## config.mk

```make
export PLATFORM = sky130hd
export DESIGN_NAME = rvtu_arb_sram_target
export DESIGN_NICKNAME = d
export VERILOG_FILES = /design/src/rtl/rvtu_arb_sram_target.sv
export SDC_FILE = /design/constraint.sdc
export NUM_CORES = 1
export LEC_CHECK = 0
export CAP_MARGIN = 25
export CELL_PAD_IN_SITES_DETAIL_PLACEMENT = 1
export CELL_PAD_IN_SITES_GLOBAL_PLACEMENT = 1
export CORE_MARGIN = 8
export CORE_UTILIZATION = 36
export CTS_CLUSTER_DIAMETER = 150
export DETAILED_ROUTE_END_ITERATION = 10
export PLACE_DENSITY_LB_ADDON = 0.1
export SYNTH_ARGS = -nofsm -noshare
export SYNTH_HDL_FRONTEND = slang
export SYNTH_SLANG_ARGS = --single-unit
```

## constraint.sdc

```tcl
create_clock -name clk -period 12.6 [get_ports clk]
set_input_delay 2.52 -clock clk [delete_from_list [all_inputs] [get_ports clk]]
set_output_delay 2.52 -clock clk [all_outputs]
set_load 0.05 [all_outputs]
```

## src/rtl/rvtu_arb_sram_target.sv

```systemverilog
// RVTU pair-arb cacheline responder: serialized 32-bit beat protocol in front of a
// 1-cycle-latency 128-bit SRAM macro, with a sticky out-of-window error flag.
module rvtu_arb_sram_target #(
    parameter int          DEPTH   = 256,
    parameter logic [31:0] BASE    = 32'h0000_0000,
    parameter int          ACK_DLY = 0
) (
    input  logic                     clk,
    input  logic                     rst,
    input  logic                     dfp_read,
    input  logic                     dfp_write,
    output logic                     dfp_ack,
    input  logic [31:0]              dfp_wdata,
    output logic [31:0]              dfp_rdata,
    output logic                     dfp_rdata_valid,
    output logic                     sram_re,
    output logic                     sram_we,
    output logic [$clog2(DEPTH)-1:0] sram_idx,
    output logic [127:0]             sram_wdata,
    input  logic [127:0]             sram_rdata,
    output logic                     err_oob
);

    localparam int          IW   = $clog2(DEPTH);
    localparam logic [32:0] SPAN = 33'(DEPTH) << 4;

    typedef enum logic [2:0] {
        IDLE, WAIT, ADDR, WBEAT, WCOMMIT, RSRAM, RHDR, RBEAT
    } state_t;

    state_t          state_q, state_d;
    logic [3:0]      wcnt_q, wcnt_d;
    logic [1:0]      beat_q, beat_d;
    logic            is_rd_q, is_rd_d;
    logic            oob_q, oob_d;
    logic [IW-1:0]   idx_q, idx_d;
    logic [127:0]    line_q, line_d;
    logic [31:0]     rdata_q, rdata_d;
    logic            rvalid_q, rvalid_d;
    logic            re_q, re_d;
    logic            we_q, we_d;
    logic            err_q, err_d;
    logic            ack;

    logic            req;
    logic [31:0]     off;
    logic            oob_now;

    assign req     = dfp_read | dfp_write;
    assign off     = dfp_wdata - BASE;
    // Offset compared in 33 bits so a window ending at 2^32 cannot wrap.
    assign oob_now = (dfp_wdata < BASE) || ({1'b0, off} >= SPAN);

    always_comb begin
        state_d  = state_q;
        wcnt_d   = wcnt_q;
        beat_d   = beat_q;
        is_rd_d  = is_rd_q;
        oob_d    = oob_q;
        idx_d    = idx_q;
        line_d   = line_q;
        rdata_d  = '0;
        rvalid_d = 1'b0;
        re_d     = 1'b0;
        we_d     = 1'b0;
        err_d    = err_q;
        ack      = 1'b0;
        case (state_q)
            IDLE: begin
                if (req) begin
                    // Ack is Mealy so a zero-delay target accepts in the request cycle.
                    if (ACK_DLY == 0) begin
                        ack     = 1'b1;
                        is_rd_d = dfp_read;
                        state_d = ADDR;
                    end else begin
                        wcnt_d  = 4'd1;
                        state_d = WAIT;
                    end
                end
            end
            WAIT: begin
                if (!req) begin
                    state_d = IDLE;
                end else if (wcnt_q == 4'(ACK_DLY)) begin
                    ack     = 1'b1;
                    is_rd_d = dfp_read;
                    state_d = ADDR;
                end else begin
                    wcnt_d = wcnt_q + 4'd1;
                end
            end
            ADDR: begin
                oob_d  = oob_now;
                idx_d  = IW'(off >> 4);
                beat_d = 2'd0;
                if (oob_now) err_d = 1'b1;
                if (is_rd_q) begin
                    re_d    = !oob_now;
                    state_d = RSRAM;
                end else begin
                    state_d = WBEAT;
                end
            end
            WBEAT: begin
                line_d[32*beat_q +: 32] = dfp_wdata;
                beat_d = beat_q + 2'd1;
                if (beat_q == 2'd3) begin
                    we_d    = !oob_q;
                    state_d = WCOMMIT;
                end
            end
            WCOMMIT: state_d = IDLE;
            RSRAM: begin
                rvalid_d = 1'b1;
                state_d  = RHDR;
            end
            RHDR: begin
                line_d   = oob_q ? '0 : sram_rdata;
                rdata_d  = oob_q ? '0 : sram_rdata[31:0];
                rvalid_d = 1'b1;
                beat_d   = 2'd0;
                state_d  = RBEAT;
            end
            RBEAT: begin
                if (beat_q == 2'd3) begin
                    state_d = IDLE;
                end else begin
                    rvalid_d = 1'b1;
                    rdata_d  = line_q[32*(int'(beat_q) + 1) +: 32];
                    beat_d   = beat_q + 2'd1;
                end
            end
            default: state_d = IDLE;
        endcase
    end

    always_ff @(posedge clk or posedge rst) begin
        if (rst) begin
            state_q  <= IDLE;
            wcnt_q   <= '0;
            beat_q   <= '0;
            is_rd_q  <= 1'b0;
            oob_q    <= 1'b0;
            idx_q    <= '0;
            line_q   <= '0;
            rdata_q  <= '0;
            rvalid_q <= 1'b0;
            re_q     <= 1'b0;
            we_q     <= 1'b0;
            err_q    <= 1'b0;
        end else begin
            state_q  <= state_d;
            wcnt_q   <= wcnt_d;
            beat_q   <= beat_d;
            is_rd_q  <= is_rd_d;
            oob_q    <= oob_d;
            idx_q    <= idx_d;
            line_q   <= line_d;
            rdata_q  <= rdata_d;
            rvalid_q <= rvalid_d;
            re_q     <= re_d;
            we_q     <= we_d;
            err_q    <= err_d;
        end
    end

    assign dfp_ack         = ack;
    assign dfp_rdata       = rdata_q;
    assign dfp_rdata_valid = rvalid_q;
    assign sram_re         = re_q;
    assign sram_we         = we_q;
    assign sram_idx        = idx_q;
    assign sram_wdata      = line_q;
    assign err_oob         = err_q;

endmodule

```

======== Word level (Yosys, flattened, before mapping) ========
Cells that the tools add are included.
word-level totals
  register bits after elaboration ......... 183
  latch bits .............................. 0
  RAM bits ................................ 0
  memory bits (read-only) ................. 0
  input port bits ......................... 164
  output and inout port bits .............. 173
  memories ................................ 0
operators by class
  $add $sub $neg .......................... 4
  $mul .................................... 0
  divide/modulo/power cells ............... 0
  $lt $le $gt $ge ......................... 2
  equality and inequality tests ........... 15
  shift-type cells ........................ 3
  muxes and demuxes ....................... 29
  bitwise gates (word level) .............. 2
  reductions and logical operators ........ 15
operators with widths
  operator                                                     count
  case mux 128 bit (2 select lines)                            1
  bitwise mux 128 bit                                          1
  two-way mux 128 bit                                          1
  variable shift 32 x 34 -> 128 bit, first input constant      1
  variable part select 128 x 9 -> 32 bit                       1
  variable part select 32 x 34 -> 128 bit                      1
  two-way mux 32 bit                                           2
  case mux 32 bit (2 select lines)                             1
  negation 7 -> 34 bit                                         1
  >= comparator 32 x 13 -> 1 bit, second input constant        1
  less-than comparator 32 x 1 -> 1 bit, second input constant  1
  case mux 3 bit (8 select lines)                              1
  two-way mux 3 bit                                            6
  == test 3 bit, second input constant                         4
  inequality test 2 bit, second input constant                 6
  two-way mux 1 bit                                            11
  AND reduction 4 bit                                          2
  == test 3 x 2 -> 1 bit, second input constant                2
  case mux 1 bit (2 select lines)                              3
  case mux 2 bit (3 select lines)                              1
  adder 4 x 1 -> 4 bit, second input constant                  1
  zero test 4 bit                                              1
  AND reduction 2 bit                                          2
  nonzero test 2 bit                                           2
  other kinds (14)                                             16

======== Longest topological paths before layout ========
Gate-level depths: netlist (run 1).
  depth in word-level cells ............... 5
  depth in mapped cells ................... 10
  mapped depth without buffers ............ 5

======== Worst setup path after synthesis (run 1) ========
Ideal clock, no wire load.
  kind .................................... input-to-output
  from .................................... input dfp_write
  to ...................................... output dfp_ack
  arrival ................................. 3.237 ns
  required time ........................... 10.080 ns
  setup slack ............................. 6.843 ns
  stages on the path ...................... 2
  path buffers ............................ 0
  cell sequence ........................... nor2_1 -> nor2_1
between the ends
  word-level cells in the longest chain between the ends .. 3
RTL lines
  what                                         RTL line  RTL
  from (decl)                                  11        input logic dfp_write,
  bitwise OR 1 bit *                           49        assign req = dfp_read | dfp_write;
  two-way mux 1 bit, on equally long branches  83, 70
  case mux 1 bit (2 select lines) *            68        case (state_q)
  to (decl)                                    12        output logic dfp_ack,
Every way passes the cells marked *; elsewhere a longest branch is shown, timed or not.

======== Worst setup path in the final report (run 1) ========
Ends and elaborated chain as after synthesis.

==> impl.org, run 1 <==
** Pwr
- Part of the total power dissipated in sequential elements :: approximately a quarter
- For this design the static power due to leakage is 5.06 nW.
- Internal power contribution :: ~2 mW
- Largest vdd supply drop :: between 0.1 and 0.15 mV
- Proportion of power drawn by the clock network :: 13.1%
- Of the total power, the share spent switching nets is 51.4%.
- Total net switching power :: between 2 and 2.5 mW
- The share of total power dissipated in combinational logic is 61.0%.
- Power spread over the standard cell area amounts to roughly 310 nW/µm².

** Clock network
- Clock transition at the registers of the reported paths :: about 70 ps
- In this run, post-CTS repair resized a total of 0 instances.
- Clock tree from TritonCTS :: done
- Clock root buffer master :: sky130_fd_sc_hd__clkbuf_16
- In this run the deepest clock path goes through 2 buffers.
- Source-to-sink clock delay at the later pin of the worst-skew pair :: roughly 440 ps
- Number of buffers inserted during clock tree synthesis :: 17
- The clock tree synthesis step divided the H-tree into 4 levels.
- Buffers added to address setup during post-CTS repair amount to 0.
- The clock drives around 180 sinks.
- Post-cts hold buffer count :: 0

** STA
- Worst relative slew slack :: around a third
- Clock Skew :: 16.8 ps
- Max Clock Freq :: between 0.15 and 0.2 GHz
- Smallest hold slack :: between 400 and 500 ps
- The max-slew violation total from the final report is 0.
- The final count of hold timing violations is 0.
- Setup violations remaining at the end of the flow were counted as 0.
- Setup WS post-layout :: between 6000 and 7000 ps
- Setup repair after global routing left no endpoint under its margin.
- Total negative setup slack :: 0 ps
- Slew at the pin closest to its max-slew limit :: between 1000 and 1500 ps
- For the finished layout, the period the worst path requires is 6580 ps.
- The worst path uses between 50% and 60% of the clock period.

** Setup path
- Highest fanout seen on the critical path :: 4
- Slowest CP cell :: sky130_fd_sc_hd__clkdlybuf4s50_1
- For the worst setup path, the data arrival time is between 4000 and 5000 ps.
- In this design, the stage delay of the slowest critical-path cell is about 800 ps.
- Broken down by cell family, the worst path's largest delay share belongs to buffers and inverters.
- Buffering stage count on the worst path with inverters included :: 2
- STA puts the critical path data required time at just over 10000 ps.
- Critical Path End Type :: output pin
- STA classifies the critical path startpoint as an input port.
- The worst setup path is of the input port to output pin kind.
- Worst path cell trace :: clkdlybuf4s50_1, nor2_1, nor2_1, clkdlybuf4s50_1

** Die
- Site Rows :: 58
- I/O pins :: 337
- The floorplan step defined a die boundary enclosing between 30000 and 40000 µm².
- Once the floorplan was initialized, standard cells occupied a little under two fifths of the core.
- Chip width :: roughly 180 µm
- Area of the placeable core :: 25300 µm²
- Vertical extent of the die :: ~180 µm

** Synth
- Sequential area share after synthesis :: 49.5%
- In the post-synthesis netlist, the biggest area contributors are sky130_fd_sc_hd__dfrtp_1 49%, sky130_fd_sc_hd__mux2_2 8.0%, sky130_fd_sc_hd__a31oi_1 6.6%, sky130_fd_sc_hd__nand3_1 5.5%, sky130_fd_sc_hd__nand2_1 5.3%.
- Most frequently used flop master after synthesis :: sky130_fd_sc_hd__dfrtp_1
- Top-area cell type share of the netlist area :: between 40% and 50%
- Post-synthesis mux area share :: a little under a tenth
- After synthesis, the largest family of logic cells by area is simple AND/OR/NAND/NOR gates.
- Summing the areas of all xor and xnor instances in the mapped netlist gives less than 1% of the synthesized area.
- The number of nets handed over by synthesis was between 1000 and 1500.
- Summing the areas of all and, or, nand and nor instances in the mapped netlist gives just under 20% of the synthesized area.
- Yosys instantiated no cell more often than sky130_fd_sc_hd__dfrtp_1.
- Instance count of the mapped netlist :: ~960
- Warnings, synthesis :: 0
- Async S/R FF share, synth :: 100%
- Synthesis instantiated 50 different standard cells from the library.
- The synthesized netlist devotes approximately 16% of its cell area to compound gates.
- Of the total synthesized cell area, the portion taken by full adders, half adders and majority gates is less than 1%.
- Count of flip-flops with a built-in enable after synthesis :: 0
- Post-synthesis cell type with the largest combined area :: sky130_fd_sc_hd__dfrtp_1
- In the synthesized netlist, the cells that appear most often are 183 x sky130_fd_sc_hd__dfrtp_1, 131 x sky130_fd_sc_hd__nand2_1, 101 x sky130_fd_sc_hd__nand3_1, 98 x sky130_fd_sc_hd__a31oi_1, 97 x sky130_fd_sc_hd__nor3_1.
- A synthesized cell averages 9.63 µm².
- Post-synthesis register bit count :: roughly 180
- The cell area that synthesis handed to floorplanning was 9260 µm².

** GRT
- In the global route stage, overall resource usage came out at about 26%.
- Summed over all layers, the global routing overflow is 0.
- Entering global routing, the biggest net connects between 100 and 150 pins.
- The initial antenna violation count is 7.
- Global-route wire length before repair :: 61.8 mm
- The via count of the first global-routing pass came to around 9800.

** Route
- Number of remaining DRC errors :: 0
- Routed vias/inst :: just under 6
- In this run, the number of DRC markers left after iteration 0 of detailed routing was just over 700.
- Drt total wl :: slightly above 40 mm
- Average detailed-routed wire length per instance :: ~26 µm
- The pre-antenna-repair detailed-routing pass consisted of 5 iterations.
- Summing over every cut layer, the via total after detailed routing is 9186.
- In this run the remaining antenna-violating nets after routing total 0.

** Finish
- The multi-input combinational cells in the finished layout cover a total of about 4200 µm².
- Layout-stage area growth over the synthesis result :: 44.3%
- Leaving out filler cells and counting taps, the final layout contains 1575.
- At the end of the flow, the number of nets in the layout was ~1400.
- Cells fill between 50 and 60% of the core in the end.
- Filler Cells Inserted :: approximately 2800
- Fraction of final layout cells sized beyond drive strength 1 :: a little over a tenth
- Across the whole layout, storage elements account for 4580 µm².

** Place
- Once placement completed, the tool counted placed cells totaling between 1500 and 2000.
- In this run the tool buffered the top-level ports with 336 buffer cells.
- Prior to clock tree synthesis, the placed netlist has a worst setup slack of roughly 6000 ps.
- Detailed placement ended at an HPWL of 26.8 mm.
- At the end of routability-driven placement, the weighted congestion stood at approximately 0.79.

** Worst hold path
- Type of the tightest min-delay check :: register to register

** Run status
- The flow ran to the end, and the final reports show no timing, DRC or antenna violations.

** Run
- Max-cap violation count :: 0
[per-layer routing]
layer,GRT usage (%),up-vias,share of wire (%)
li1,-,4090,-
met1,32.1,4679,41
met2,41.5,357,48
met3,6.62,58,7.7
met4,11.7,2,2.7
met5,0,-,0.022
[logic make-up (layout without fill, tap and decap cells)]
family                     count (synthesis)  count (layout)
muxes                                     74              74
xor gates and xnor gates                   2               2
adders and majority gates                  6               6
DFF                                      183             183
other                                      0               7
and+or+nand+nor                          369             369
buffers and inverters                    116             392
AOI/OAI and AO/OA                        212             212
[final timing paths]
kind / start / to / slack, ps / depth (start not counted)
max in group asynchronous: rst / sram_wdata[127] / 8590 / 4
setup reg to reg: beat_q[1] / sram_wdata[107] / 9100 / 5
hold / removal: sram_idx[4] / sram_idx[4] / 500 / 1
setup / recovery: dfp_write / dfp_ack / 6020 / 4
hold reg to reg: sram_idx[4] / sram_idx[4] / 500 / 1
min in group asynchronous: rst / dfp_rdata[26] / 2360 / 2
[registers in the layout (all words and copies together), names as in the netlist]
register,count
sram_we,1
state_q,3
wcnt_q,4
sram_wdata,128
err_oob,1
sram_re,1
oob_q,1
beat_q,2
sram_idx,8
dfp_rdata,32
dfp_rdata_valid,1
is_rd_q,1
[worst register-to-register path: stages, from the launching register on]
cell	delay [ps]
sky130_fd_sc_hd__dfrtp_2	730
sky130_fd_sc_hd__buf_12	270
sky130_fd_sc_hd__ha_1	360
sky130_fd_sc_hd__and4b_2	920
sky130_fd_sc_hd__or2_2	840
sky130_fd_sc_hd__a31oi_1	200
[cell type report]
type,instances,area share [%]
Multi-Input combinational cell,663,31.6
Sequential cell,183,34.3
Inverter,10,0.337
Tap cell,330,3.09
Clock buffer,21,3.52
Antenna cell,7,0.131
Timing Repair Buffer,350,26.3
Clock inverter,11,0.768
[power groups by stage]
stage               combinational (mW)  sequential [mW]  clock, mW
floorplan                        0.827             1.83          0
global placement                  2.46             1.07          0
detailed placement                2.50             1.07          0
CTS                               2.52             1.06      0.550
global route                      2.64             1.10      0.573
finish                            2.51             1.06      0.540
[cells in the final DEF (no fill, tap or decap), drive strengths merged, types with 2 or more instances in the layout]
cell	n
nor2	6
nand3	101
nor4	4
a22oi	31
mux2	73
a21boi	2
inv	19
nor4b	2
a31oi	98
and4b	4
nand2b	2
buf	14
clkbuf	21
a32o	32
nand2	131
and4bb	2
dfrtp	183
or2	3
nand3b	3
a21oi	4
clkdlybuf4s50	336
or4	3
o22ai	2
xnor2	2
ha	6
nor3	97
o21ai	37
and3	3
diode	7
nor3b	3
[metrics by stage]
step,cell area [µm²],power [mW]
final,13400,4.11
after global routing,13400,4.31
after CTS,13300,4.13
after detailed placement,12700,3.58
after global placement,12700,3.53
after floorplan,9260,2.66
No activity file was read; power rests on OpenSTA's default activity.
==> inputs of run 2 (changes only) <==
--- a/config.mk
+++ b/config.mk
@@ -9,7 +9,7 @@
 export CELL_PAD_IN_SITES_DETAIL_PLACEMENT = 1
 export CELL_PAD_IN_SITES_GLOBAL_PLACEMENT = 1
 export CORE_MARGIN = 8
-export CORE_UTILIZATION = 36
+export CORE_UTILIZATION = 30
 export CTS_CLUSTER_DIAMETER = 150
 export DETAILED_ROUTE_END_ITERATION = 10
 export PLACE_DENSITY_LB_ADDON = 0.1
==> constraint.sdc (replaced) <==
create_clock -name clk -period 5.4 [get_ports clk]
set_input_delay 1.08 -clock clk [delete_from_list [all_inputs] [get_ports clk]]
set_output_delay 1.08 -clock clk [all_outputs]
set_load 0.05 [all_outputs]
==> run 2 against run 1 <==
Design area is 1.1% higher. Via count is 0.63% lower. Sequential cell count stayed put. Sequential power is 130% higher. Clock power is 140% higher. Worst setup slack worse by 4300 ps.
==> impl.org, run 2 (synthesis results as in run 1) <==
** STA
- For the final database, setup skew stands at roughly 15 ps.
- Setup repair after global routing left no endpoint under its margin.
- The max-slew violation total from the final report came to 0.
- For the pin with the worst max-slew slack, the measured transition is roughly 1000 ps.
- Setup WS post-layout :: about 1700 ps
- Counting I/O delays and the setup requirement, the final critical path takes ~3700 ps.
- Max Clock Freq :: about 0.27 GHz
- Count of final setup violators :: 0
- Worst relative slew slack :: roughly a third
- Adding up every negative setup slack in the final design gives 0 ps.
- Tcrit/Tclk final :: roughly 69%
- The final count of hold timing violations came to 0.

** Route
- The final layout contains routed wiring with a total length of 43.1 mm.
- In the detailed route, the total length drawn on met3 is 2.87 mm.
- Vias after detailed routing :: 9128
- ANT nets after route :: 0
- Wire length on met1 :: about 18 mm
- Before antenna repair, the detailed router went through 4 iterations.
- Number of remaining DRC errors :: 0
- Summed over all nets, wire length on met2 after detailed routing comes to 20.8 mm.
- Average detailed-routed wire length per instance :: between 20 and 30 µm
- After detailed routing, no signal wire sits above met4.
- After the first detailed-routing iteration, the DRC count stood at between 500 and 600.
- After detailed routing, the number of vias per cell comes to about 5.6.

** Finish
- Cells with a size suffix above 1 make up between 10% and 20% of the layout.
- Most common library cell in the layout ignoring fill and taps :: sky130_fd_sc_hd__clkdlybuf4s50_1
- The area growth from synthesis to layout is 45.8%.
- After the last flow step, the layout net total stands at approximately 1400.
- The register with the most flip-flops in the layout has 128 of them.
- Most frequent cells in the layout :: 336 x sky130_fd_sc_hd__clkdlybuf4s50_1, 182 x sky130_fd_sc_hd__dfrtp_1, 131 x sky130_fd_sc_hd__nand2_1, 101 x sky130_fd_sc_hd__nand3_1, 98 x sky130_fd_sc_hd__a31oi_1

** Place
- Post-DP HPWL :: 28.9 mm
- Final weighted congestion in routability-driven placement :: ~0.76
- Minimum setup slack after placement :: 1720 ps
- During placement, the flow inserted port buffers numbering 336.

** Clock network
- Clock transition at the registers of the reported paths :: 80 ps
- Clock tree from TritonCTS :: done
- Clock H-tree levels :: 4
- Source-to-sink clock delay at the later pin of the worst-skew pair :: 450 ps
- The number of hold buffers added after CTS was 0.
- Post-CTS Setup Repair Bufs :: 0
- Clock tree synthesis found a total of about 180 sinks.
- Number of buffers inserted during clock tree synthesis :: 17
- Post-CTS repair changed the size of 0 cells.
- Clock root buffer master :: sky130_fd_sc_hd__clkbuf_16
- In this run the deepest clock path goes through 2 buffers.

** Setup path
- Highest fanout seen on the critical path :: 4
- The worst setup path is launched from a register.
- The signal on the critical path passes through inv_1, ha_1, nor3b_1, o21ai_0, nor2_1, clkdlybuf4s50_1.
- Worst EP required :: between 4000 and 5000 ps
- Slowest CP cell :: sky130_fd_sc_hd__clkdlybuf4s50_1
- Peak per-stage delay on the critical path :: roughly 800 ps
- STA classifies the critical path endpoint as an output pin.
- Arrival time at the worst endpoint :: 2640 ps
- The worst setup path is of the register to output pin kind.

** Pwr
- The analysis attributes to cell leakage a power of just over 5 nW.
- Largest vdd supply drop :: roughly 0.22 mV
- For this design the ratio of total power to cell area is roughly 700 nW/µm².
- Power comes to slightly below 10 mW.

** Die
- The die is approximately 190 µm wide.
- 337 I/O pins were placed.
- Site Rows :: 64
- Once the floorplan was initialized, standard cells occupied ~30% of the core.
- The total area inside the core boundary comes to around 31000 µm².
- Overall die area :: around 37000 µm²
- Vertical extent of the die :: about 190 µm

** GRT
- The first global-routing pass estimated about 64 mm of wire.
- The initial antenna violation count was 3.
- The via count of the first global-routing pass is approximately 9900.
- Pin count of the biggest net entering global routing :: between 100 and 150
- Global routing used a little under a quarter of the available tracks.
- Global routing finished with a remaining overflow of 0.

** Run
- The tool flagged a number of max-cap violations equal to 0.

** Worst hold path
- Type of the tightest min-delay check :: register to register

** Run status
- The flow ran to the end, and the final reports show no timing, DRC or antenna violations.
run 2: worst paths after layout:
path / startpoint / slack, ps / cells past startpoint / to
worst min register to register: sram_idx[3] / 490 / 1 / sram_idx[3]
worst max register to register: beat_q[0] / 1830 / 6 / sram_wdata[4]
max in group asynchronous: rst / 3710 / 3 / oob_q
min in group asynchronous: rst / 1110 / 3 / dfp_rdata[4]
worst min-delay path: sram_idx[3] / 490 / 1 / sram_idx[3]
worst max-delay path: wcnt_q[0] / 1680 / 6 / dfp_ack
run 2: routing by layer:
layer  GRT usage (%)  up-vias
met5               0        -
met4            8.64        0
met1            29.2     4655
li1                -     4093
met3            5.36       56
met2            37.6      324
run 2: power by group:
part / total, mW / switching, mW / internal (mW)
sequential: 2.48 / 0.496 / 1.99
combinational: 5.90 / 3.85 / 2.04
clock: 1.30 / 0.613 / 0.683
run 2: through the flow:
step | instances | hold slack, ps | area (µm²) | util [%]
detailed placement | 1608 | 478 | 12900 | 42.3
global route | 1643 | 512 | 13500 | 44.2
CTS | 1640 | 493 | 13500 | 44.2
floorplan | 962 | 426 | 9260 | -
global placement | 1606 | 470 | 12900 | 42.2
finish | 1644 | 494 | 13500 | 44.3
run 2: cell type report:
class | count | area, µm²
Tap cell | 396 | 495
Timing Repair Buffer | 356 | 3570
Antenna cell | 4 | 10.0
Inverter | 10 | 41.3
Fill cell | 3445 | 17000
Clock inverter | 11 | 114
Clock buffer | 21 | 470
Sequential cell | 183 | 4580
Multi-Input combinational cell | 663 | 4220
run 2: critical path: cells and delay by family (launching register included):
family                   cells  cell delay (ps)
buffers and inverters        2              890
AO/OA/AOI/OAI                1              190
adder cells (fa/ha/maj)      1              160
flip-flops                   1              430
AND/OR/NAND/NOR              2              520
==> inputs of run 3 (changes only) <==
==> constraint.sdc (replaced) <==
create_clock -name clk -period 3.15 [get_ports clk]
set_input_delay 0.63 -clock clk [delete_from_list [all_inputs] [get_ports clk]]
set_output_delay 0.63 -clock clk [all_outputs]
set_load 0.05 [all_outputs]
==> run 3 against run 2 <==
First-iteration DRC count decreased by 8.8%. Clock skew increased by 3.8 ps. Non-clock buffer count increased by 17. Register-to-register slack got worse by 1200 ps. Power increased by 72%. Final cell count increased by 0.97%. Clock power increased by 72%. Sequential cell count unchanged. Global-route usage increased by 0.097 points. Sequential share of layout area decreased by 0.42 points.
==> impl.org, run 3 (synthesis results as in run 1) <==
** STA
- Setup repair after global routing left no endpoint under its margin.
- After layout, the worst path uses 85.4% of the clock period.
- Final min period :: 2690 ps
- Setup WS post-layout :: between 400 and 500 ps
- For the final routed database, the setup TNS stands at 0 ps.
- Across all hold checks on the routed design, the worst slack comes to just under 500 ps.
- Measured against its own limit, the worst slew margin works out to about two fifths.
- Total count of max-transition violations in the final report :: 0
- Max Clock Freq :: 0.372 GHz
- Clock Skew :: between 15 and 20 ps
- For the pin with the worst max-slew slack, the measured transition is between 900 and 1000 ps.
- Setup violations remaining at the end of the flow were counted as 0.
- The final count of hold timing violations was 0.

** Clock network
- Once the clock tree was built, the setup fixing pass inserted 0 buffers.
- Number of gates resized after cts :: 0
- No sink is reached through more buffers than the 2 on the longest clock path.
- Clock-pin slew was measured on the worst setup and hold paths at ~80 ps.
- Source-to-sink clock delay at the later pin of the worst-skew pair :: 440 ps
- Number of buffers inserted during clock tree synthesis :: 17
- TritonCTS built the clock tree.
- Clock H-tree levels :: 4
- Clock root buffer master :: sky130_fd_sc_hd__clkbuf_16
- Post-cts hold buffer count :: 0
- Clock sink total :: approximately 180

** Setup path
- Critical Path Source Type :: register
- The startpoint identified for the worst register-to-register timing path is beat_q[1].
- STA classifies the critical path endpoint as an output pin.
- Highest fanout seen on the critical path :: 4
- The worst setup path is of the register to output pin kind.
- Depth of the most critical reg-to-reg path :: 5
- Arrival time at the worst endpoint :: between 2000 and 2500 ps
- In this run the register-to-register setup slack is approximately 640 ps.
- At the worst endpoint, the required time is around 2500 ps.
- Worst r2r dst :: sram_wdata[71]

** GRT
- Pin count of the biggest net entering global routing :: ~110
- The global routing stage identified its most utilized layer as met2.
- Across every metal layer, demand over resource in global routing totals a little under a quarter.
- The initial antenna violation count was 2.
- The via count of the first global-routing pass came to 9992.
- For met2 alone, demand over resource in global routing was approximately two fifths.
- In the global route stage, met1 resource usage came out at between 20% and 30%.
- In the global route stage, met3 resource usage came out at under 10%.
- Global-route wire length before repair :: about 64 mm
- Aggregate global routing overflow :: 0

** Route
- Initial drt markers :: between 500 and 600
- Vias after detailed routing :: a little over 9000
- Drt total wl :: around 43 mm
- Dividing the detail-routed wire length by the instance count gives ~26 µm.
- In the routed layout, each cell is associated on average with a via count of roughly 5.5.
- The first TritonRoute pass finished after 4 iterations.
- ANT nets after route :: 0
- For this run, design rule violations remaining after detail routing come to 0.

** Finish
- Leaving out fill and tap cells, the most frequent cell in the layout is sky130_fd_sc_hd__clkdlybuf4s50_1.
- Leaving out fill and tap cells, the most frequent cells in the layout are 335 x sky130_fd_sc_hd__clkdlybuf4s50_1, 182 x sky130_fd_sc_hd__dfrtp_1, 131 x sky130_fd_sc_hd__nand2_1, 101 x sky130_fd_sc_hd__nand3_1, 98 x sky130_fd_sc_hd__a31oi_1.
- For this run, the number of standard cells in the final layout without fillers is about 1700.
- Post-Route Utilization :: around 45%
- The register with the most flip-flops in the layout has 128 of them.
- After the last flow step, the layout net total stands at about 1400.
- The post-route netlist has about 12% of its cells at a drive strength greater than 1.
- Relative to the synthesized area, the layout overhead comes to 47.6%.
- With fillers left out, the area of the finished cells amounts to 13700 µm².

** Place
- Port bufs :: 336
- Including well taps, the total number of placed cells is 1625.
- At the end of routability-driven placement, the weighted congestion stood at 0.778.
- Post-DP HPWL :: between 20 and 30 mm
- Instance area at placement :: about 13000 µm²
- Timing analysis after detailed placement gives a worst setup slack of approximately 610 ps.

** Run
- Max-cap violation count :: 0

** Worst hold path
- For hold timing, the worst endpoint is sram_idx[3].
- Type of the tightest min-delay check :: register to register
- Along the worst hold path, the cell count comes to 1.
- Hold Startpoint :: sram_idx[3]

** Die
- Area of the placeable core :: 30500 µm²
- The die is between 150 and 200 µm tall.
- Once the floorplan was initialized, standard cells occupied between 30 and 40% of the core.
- I/O pins :: 337
- Chip width :: ~190 µm
- Site Rows :: 64
- Overall die area :: 36700 µm²

** Pwr
- In this run the static leakage power is roughly 5.2 nW.
- Total power per unit cell area :: 1220 nW/µm²
- Largest vdd supply drop :: about 0.52 mV
- The design draws about 17 mW.

** Run status
- Run status :: finished clean
==> run 3: cell count changes in the layout (fill, tap and decap cells not counted), sizes merged <==
cell / previous run / this run
clkdlybuf4s50: 336 / 335
inv: 12 / 13
clkbuf: 21 / 20
buf: 20 / 38
clkinv: 5 / 4
bufinv: 1 / 2
diode: 4 / 3
==> run 3: worst max-delay path, stage by stage, from the launching register on <==
cell and delay (ps):
sky130_fd_sc_hd__dfrtp_1 430, sky130_fd_sc_hd__inv_1 80, sky130_fd_sc_hd__ha_1 150, sky130_fd_sc_hd__nor3b_1 390
sky130_fd_sc_hd__o21ai_0 190, sky130_fd_sc_hd__nor2_1 150, sky130_fd_sc_hd__buf_4 220
==> run 3: where the power goes <==
part | internal (mW) | total, mW | switching (mW)
Sequential | 3.40 | 4.18 | 0.774
Clock | 1.19 | 2.24 | 1.05
Combinational | 3.57 | 10.2 | 6.65
==> run 3: worst max path at each step <==
stage | startpoint | to | depth (start not counted)
floorplan | rst | beat_q[0] | 1
CTS | wcnt_q[0] | dfp_ack | 6
finish | wcnt_q[0] | dfp_ack | 6
detailed placement | beat_q[1] | sram_wdata[84] | 5
global route | wcnt_q[0] | dfp_ack | 6
global placement | beat_q[1] | sram_wdata[93] | 5
==> run 3: cell type report <==
cell class | count | area, µm²
repair buffers | 373 | 3750
fillers | 3408 | 16800
diodes | 3 | 7.51
clock buffers | 20 | 437
clock inverters | 12 | 141
multi-input cells | 663 | 4220
well taps | 396 | 495
flip-flops and latches | 183 | 4580
inverters | 10 | 41.3
==> run 3: metal layers <==
metal  up-vias  part of all wire (%)
met1      4650                    44
met4         0                   2.1
met5         -                     0
li1       4122                     -
met3        49                   5.8
met2       280                    48
